File: src/rtl/reaction_test_controller.sv
// Reaction-timer game sequencer: button edge detect, 1 ms tick, LFSR countdown and early/good/late result.
// Define REACTION_BEST_TIME_EN to add the best-time register and its best/best_valid ports.
module reaction_test_controller #(
  parameter int unsigned TICK_DIV     = 50000,
  parameter int unsigned INIT_MS      = 1000,
  parameter int unsigned MIN_DELAY_MS = 1000,
  parameter logic [13:0] RAND_MASK    = 14'h07FF,
  parameter int unsigned LATE_MS      = 1000
) (
  input  logic        clk,
  input  logic        rst,
  input  logic        start_p,
  input  logic        stop_p,
  input  logic        clear_p,
  output logic [2:0]  state,
  output logic [13:0] reaction,
`ifdef REACTION_BEST_TIME_EN
  output logic [13:0] best,
  output logic        best_valid,
`endif
  output logic        led
);

  localparam int unsigned CNT_W = 14;
  localparam int unsigned DIV_W = (TICK_DIV > 1) ? $clog2(TICK_DIV) : 1;

  localparam logic [2:0] ST_START = 3'b000;
  localparam logic [2:0] ST_INIT  = 3'b001;
  localparam logic [2:0] ST_COUNT = 3'b010;
  localparam logic [2:0] ST_TEST  = 3'b011;
  localparam logic [2:0] ST_EARLY = 3'b100;
  localparam logic [2:0] ST_GOOD  = 3'b101;
  localparam logic [2:0] ST_LATE  = 3'b110;

  localparam logic [CNT_W-1:0] INIT_HOLD = CNT_W'(INIT_MS);
  localparam logic [CNT_W-1:0] MIN_DLY   = CNT_W'(MIN_DELAY_MS);
  localparam logic [CNT_W-1:0] LATE_VAL  = CNT_W'(LATE_MS);
  localparam logic [DIV_W-1:0] DIV_LAST  = DIV_W'(TICK_DIV - 1);

  logic [2:0]       state_q, state_d;
  logic [2:0]       btn_sync_q, btn_sync_d;
  logic [2:0]       btn_prev_q, btn_prev_d;
  logic [DIV_W-1:0] div_q, div_d;
  logic [15:0]      lfsr_q, lfsr_d;
  logic [CNT_W-1:0] hold_q, hold_d;
  logic [CNT_W-1:0] delay_q, delay_d;
  logic [CNT_W-1:0] reaction_q, reaction_d;
  logic             led_q, led_d;
  logic [CNT_W-1:0] reaction_inc;
  logic             tick, start_ev, stop_ev, clear_ev;

`ifdef REACTION_BEST_TIME_EN
  logic [CNT_W-1:0] best_q, best_d;
  logic             best_valid_q, best_valid_d;
`endif

  // Free-running helpers: button sync/edge, ms divider, LFSR
  always_comb begin
    btn_sync_d   = {clear_p, stop_p, start_p};
    btn_prev_d   = btn_sync_q;
    tick         = (div_q == DIV_LAST);
    div_d        = tick ? '0 : div_q + DIV_W'(1);
    lfsr_d       = {lfsr_q[14:0], lfsr_q[15] ^ lfsr_q[13] ^ lfsr_q[12] ^ lfsr_q[10]};
    start_ev     = btn_sync_q[0] & ~btn_prev_q[0];
    stop_ev      = btn_sync_q[1] & ~btn_prev_q[1];
    clear_ev     = btn_sync_q[2] & ~btn_prev_q[2];
    reaction_inc = reaction_q + CNT_W'(1);
  end

  // State and datapath registers
  always_ff @(posedge clk or posedge rst) begin
    if (rst) begin
      state_q    <= ST_START;
      btn_sync_q <= '0;
      btn_prev_q <= '0;
      div_q      <= '0;
      lfsr_q     <= 16'hACE1;
      hold_q     <= '0;
      delay_q    <= '0;
      reaction_q <= '0;
      led_q      <= 1'b0;
    end else begin
      state_q    <= state_d;
      btn_sync_q <= btn_sync_d;
      btn_prev_q <= btn_prev_d;
      div_q      <= div_d;
      lfsr_q     <= lfsr_d;
      hold_q     <= hold_d;
      delay_q    <= delay_d;
      reaction_q <= reaction_d;
      led_q      <= led_d;
    end
  end

  // Next-state logic; clear overrides everything, 111 falls back to START
  always_comb begin
    state_d = state_q;
    if (clear_ev) begin
      state_d = ST_START;
    end else begin
      unique case (state_q)
        ST_START: if (start_ev) state_d = ST_INIT;
        ST_INIT:  if (tick && hold_q == '0) state_d = ST_COUNT;
        ST_COUNT: begin
          if (stop_ev)                      state_d = ST_EARLY;
          else if (tick && delay_q == '0)   state_d = ST_TEST;
        end
        ST_TEST: begin
          if (stop_ev)                              state_d = ST_GOOD;
          else if (tick && reaction_inc == LATE_VAL) state_d = ST_LATE;
        end
        ST_EARLY, ST_GOOD, ST_LATE: if (start_ev) state_d = ST_INIT;
        default: state_d = ST_START;
      endcase
    end
  end

  // Counters and outputs; stop beats the terminal tick because it is tested first
  always_comb begin
    hold_d     = hold_q;
    delay_d    = delay_q;
    reaction_d = reaction_q;
    led_d      = (state_d == ST_TEST);
    if (clear_ev) begin
      reaction_d = '0;
    end else begin
      unique case (state_q)
        ST_START: if (start_ev) hold_d = INIT_HOLD;
        ST_INIT: begin
          if (tick) begin
            if (hold_q == '0) delay_d = MIN_DLY + (lfsr_q[13:0] & RAND_MASK);
            else              hold_d  = hold_q - CNT_W'(1);
          end
        end
        ST_COUNT: begin
          if (stop_ev) begin
            reaction_d = '0;
          end else if (tick) begin
            if (delay_q == '0) reaction_d = '0;
            else               delay_d    = delay_q - CNT_W'(1);
          end
        end
        ST_TEST: if (!stop_ev && tick) reaction_d = reaction_inc;
        ST_EARLY, ST_GOOD, ST_LATE: begin
          if (start_ev) begin
            hold_d     = INIT_HOLD;
            reaction_d = '0;
          end
        end
        default: reaction_d = '0;
      endcase
    end
  end

`ifdef REACTION_BEST_TIME_EN
  // Best time only updates on TEST->GOOD and survives clear
  always_comb begin
    best_d       = best_q;
    best_valid_d = best_valid_q;
    if (state_q == ST_TEST && state_d == ST_GOOD &&
        (!best_valid_q || reaction_q < best_q)) begin
      best_d       = reaction_q;
      best_valid_d = 1'b1;
    end
  end

  always_ff @(posedge clk or posedge rst) begin
    if (rst) begin
      best_q       <= '0;
      best_valid_q <= 1'b0;
    end else begin
      best_q       <= best_d;
      best_valid_q <= best_valid_d;
    end
  end

  assign best       = best_q;
  assign best_valid = best_valid_q;
`endif

  assign state    = state_q;
  assign reaction = reaction_q;
  assign led      = led_q;

endmodule

File: config.mk
export PLATFORM = sky130hd
export DESIGN_NAME = reaction_test_controller
export DESIGN_NICKNAME = d
export VERILOG_FILES = /design/src/rtl/reaction_test_controller.sv
export SDC_FILE = /design/constraint.sdc
export NUM_CORES = 1
export LEC_CHECK = 0
export CAP_MARGIN = 20
export CORE_AREA = 10 10 111 113
export DETAILED_ROUTE_END_ITERATION = 10
export DIE_AREA = 0 0 121 123
export HOLD_SLACK_MARGIN = 0.1
export PLACE_DENSITY = 0.62
export SLEW_MARGIN = 20
export SYNTH_ARGS = -nofsm -noshare
export SYNTH_HDL_FRONTEND = slang
export SYNTH_SLANG_ARGS = --single-unit
File: constraint.sdc
create_clock -name clk -period 5.4 [get_ports clk]
set_input_delay 1.35 -clock clk [delete_from_list [all_inputs] [get_ports clk]]
set_output_delay 1.35 -clock clk [all_outputs]
set_load 0.05 [all_outputs]
==> impl_metrics.tcl <==
set metrics [dict create \
    synth_area_leader_cell "dfrtp_1" \
    avgSynthCellArea_um2 9.424 \
    drive_above_1_share_pct 8.554 \
    worstPathCellList "clkdlybuf4s50_1" \
    power.density_nw_per_um2 281.8 \
    vias_per_cell 5.699 \
    row_count 37 \
    cp_slowest_cell "clkdlybuf4s50_1" \
    route.met3.wl_um 331 \
    synthTopCellsByArea "dfrtp_1 43%, o21ai_0 4.8%, dfstp_2 4.7%, nor2_1 4.6%, a21oi_1 3.4%" \
    initial_core_util_pct 43.87 \
    finish.utilization_pct 48.61 \
    via_count 3573 \
    grtUsageTotal_pct 13.62 \
    p_int_uw 943.3 \
    cts.path.max_buffers 2 \
    area_growth_pct 10.80 \
    antenna_cells 0 \
    cpPeakStageDelay_ns 0.90 \
    path_delay_family "buffers and inverters" \
    r2r_slack_ns 2.65 \
    maxCapViolCount 0 \
    final_common_cell "dfrtp_1" \
    placedCellCount 611 \
    synth_edf_count 0 \
    period_share_pct 60.10 \
    postSynthCellCount 472 \
    postRouteAntennaNets 0 \
    finalSetupViolations 0 \
    syn-num-nets 483 \
    slew_headroom_pct 42.81 \
    critPathArrivalTime_ns 1.90 \
    ys_types 64 \
    dp_slack_ns 2.447 \
    fin_skew_ns 0.01792 \
    die_x_um 121 \
    post-cts-setup-buffer-count 0 \
    clock-sinks 84 \
    async_flop_share_pct 100.0 \
    drt-pass1-iter-count 7 \
    post_cts_resized 0 \
    rsz0062_at_grt "no" \
    fin_cells 627 \
    clock_power_share_pct 28.9 \
    dr.max_layer_used "met4" \
    first_iter_violations 385 \
    antenna_found_initial 0 \
    coreArea_um2 10140 \
    layout_common_cells "76 x dfrtp_1, 54 x nor2_1, 43 x o21ai_0, 34 x nand2_1, 29 x a21oi_1" \
    cts-root-buf "clkbuf_8" \
    fillerInstances 990 \
    slew_violations 0 \
    overflow 0 \
    peakVddDrop_uv 121.4 \
    cts_buffers 9 \
    p_sw_uw 445.8 \
    startpoint_type "flip-flop" \
    met2_length_um 4461 \
    cts_tree "yes" \
    drt-met1-wl_um 4708 \
    cp_max_fo 16 \
    worst_slack_ns 2.154 \
    crit_required_ns 4.05 \
    sequentialPowerShare_pct 52.2 \
    clk_latency_ns 0.36 \
    grt_pass1_wl_um 16790 \
    clock.fmax_mhz 308.1 \
    path_class "reg -> out" \
    ys_seq_area_share_pct 47.48 \
    synth_area_um2 4448 \
    yosysWarnings 0 \
    grt_max_degree 59 \
    setup_tns_ns 0 \
    p_leak_uw 0.001948 \
    die_area_um2 14880 \
    end_kind "output pin" \
    switching_share_pct 32.09 \
    gpl.final_weighted_congestion 0.8424 \
    status "finished clean" \
    critPathBufInv 1 \
    hold_viol_final 0 \
    yosysTopAreaCellShare_pct 42.76 \
    synth_seq_cells 84 \
    die_y_um 123 \
    layout_min_cycle_time_ns 3.246 \
    min_path_type "reg -> reg" \
    clk_pin_slew_ns 0.08 \
    routed_wl_um 9622 \
    ys.flop_type "dfrtp_1" \
    drc 0 \
    h-tree-depth 3 \
    nets 497 \
    wl_per_cell_um 15.35 \
    dp_hpwl_um 6737 \
    worst_slew_pin_slew_ns 0.8548 \
    combPwrFrac_pct 18.9 \
    port_buffers 22 \
    hold_buffers 0 \
    pin_count 23 \
    grt_pass1_vias 3465 \
    hold_slack_ns 0.3807 \
]
cells by family (layout without fill, tap and decap cells):
group / Yosys count / after routing / share of synthesized area, %
xor gates and xnor gates: 24 / 24 / 4.726
AOI/OAI and AO/OA: 125 / 125 / 18.31
DFF: 84 / 84 / 47.48
and+or+nand+nor: 198 / 198 / 23.83
adders and majority gates: 6 / 6 / 1.688
muxes: 3 / 3 / 0.7594
buffers and inverters: 32 / 51 / 3.207
final cells by class:
class	instances	area (um2)	share of cell area, %
clock buffer	11	131.4	2.666
clock inverter	5	38.79	0.7870
inverter	11	43.79	0.8885
multi-input combinational	356	2197	44.58
sequential	84	2112	42.85
tap	136	170.2	3.453
timing repair buffer	24	235.2	4.773
registers in the layout, indices dropped and copies added, names as in the netlist:
register / count
btn_prev_q: 3
reaction: 14
hold_q: 14
state: 3
btn_prev_d: 3
lfsr_q: 16
div_q: 16
delay_q: 14
led: 1
power groups by stage:
stage / clock network (uW) / registers, uW / logic (uW)
6_report: 401 / 726 / 262
5_1_grt: 444 / 734 / 305
4_1_cts: 415 / 726 / 265
3_5_place_dp: 0 / 738 / 264
3_3_place_gp: 0 / 736 / 256
2_1_floorplan: 0 / 733 / 203
metal layers:
metal	GRT usage [%]	up-vias
met5	0	-
met4	4.676	0
met3	2.598	10
met2	21.97	53
met1	17.97	1760
li1	-	1750
final timing paths:
check	cells after the start	end	start
worst max-delay path	1	state[2]	state[2]
worst min-delay path	0	btn_prev_q[0]	btn_prev_d[0]
worst max register to register	7	hold_q[5]	div_q[0]
worst min register to register	0	btn_prev_q[0]	btn_prev_d[0]
max in group asynchronous	3	reaction[4]	rst
min in group asynchronous	2	lfsr_q[1]	rst
stage by stage:
stage	total power, uW	area, um2
6_report	1389	4928
5_1_grt	1483	4928
4_1_cts	1406	4923
3_5_place_dp	1003	4753
3_3_place_gp	992.3	4753
2_1_floorplan	936.1	4448
cell usage after synthesis, drive strengths merged, types with 4 or more instances:
library cell / instances
dfrtp: 76
nor2: 54
o21ai: 43
nand2: 34
a21oi: 31
nor3: 21
nand3: 16
xor2: 13
nand2b: 12
buf: 11
inv: 11
o31ai: 11
xnor2: 11
clkbuf: 10
nor2b: 10
dfstp: 8
nor4: 7
ha: 6
nand4: 6
a311oi: 5
and4: 5
nor3b: 5
or3: 5
a22oi: 4
a31oi: 4
and3: 4
o211ai: 4
Power figures use the tool's default switching activity.
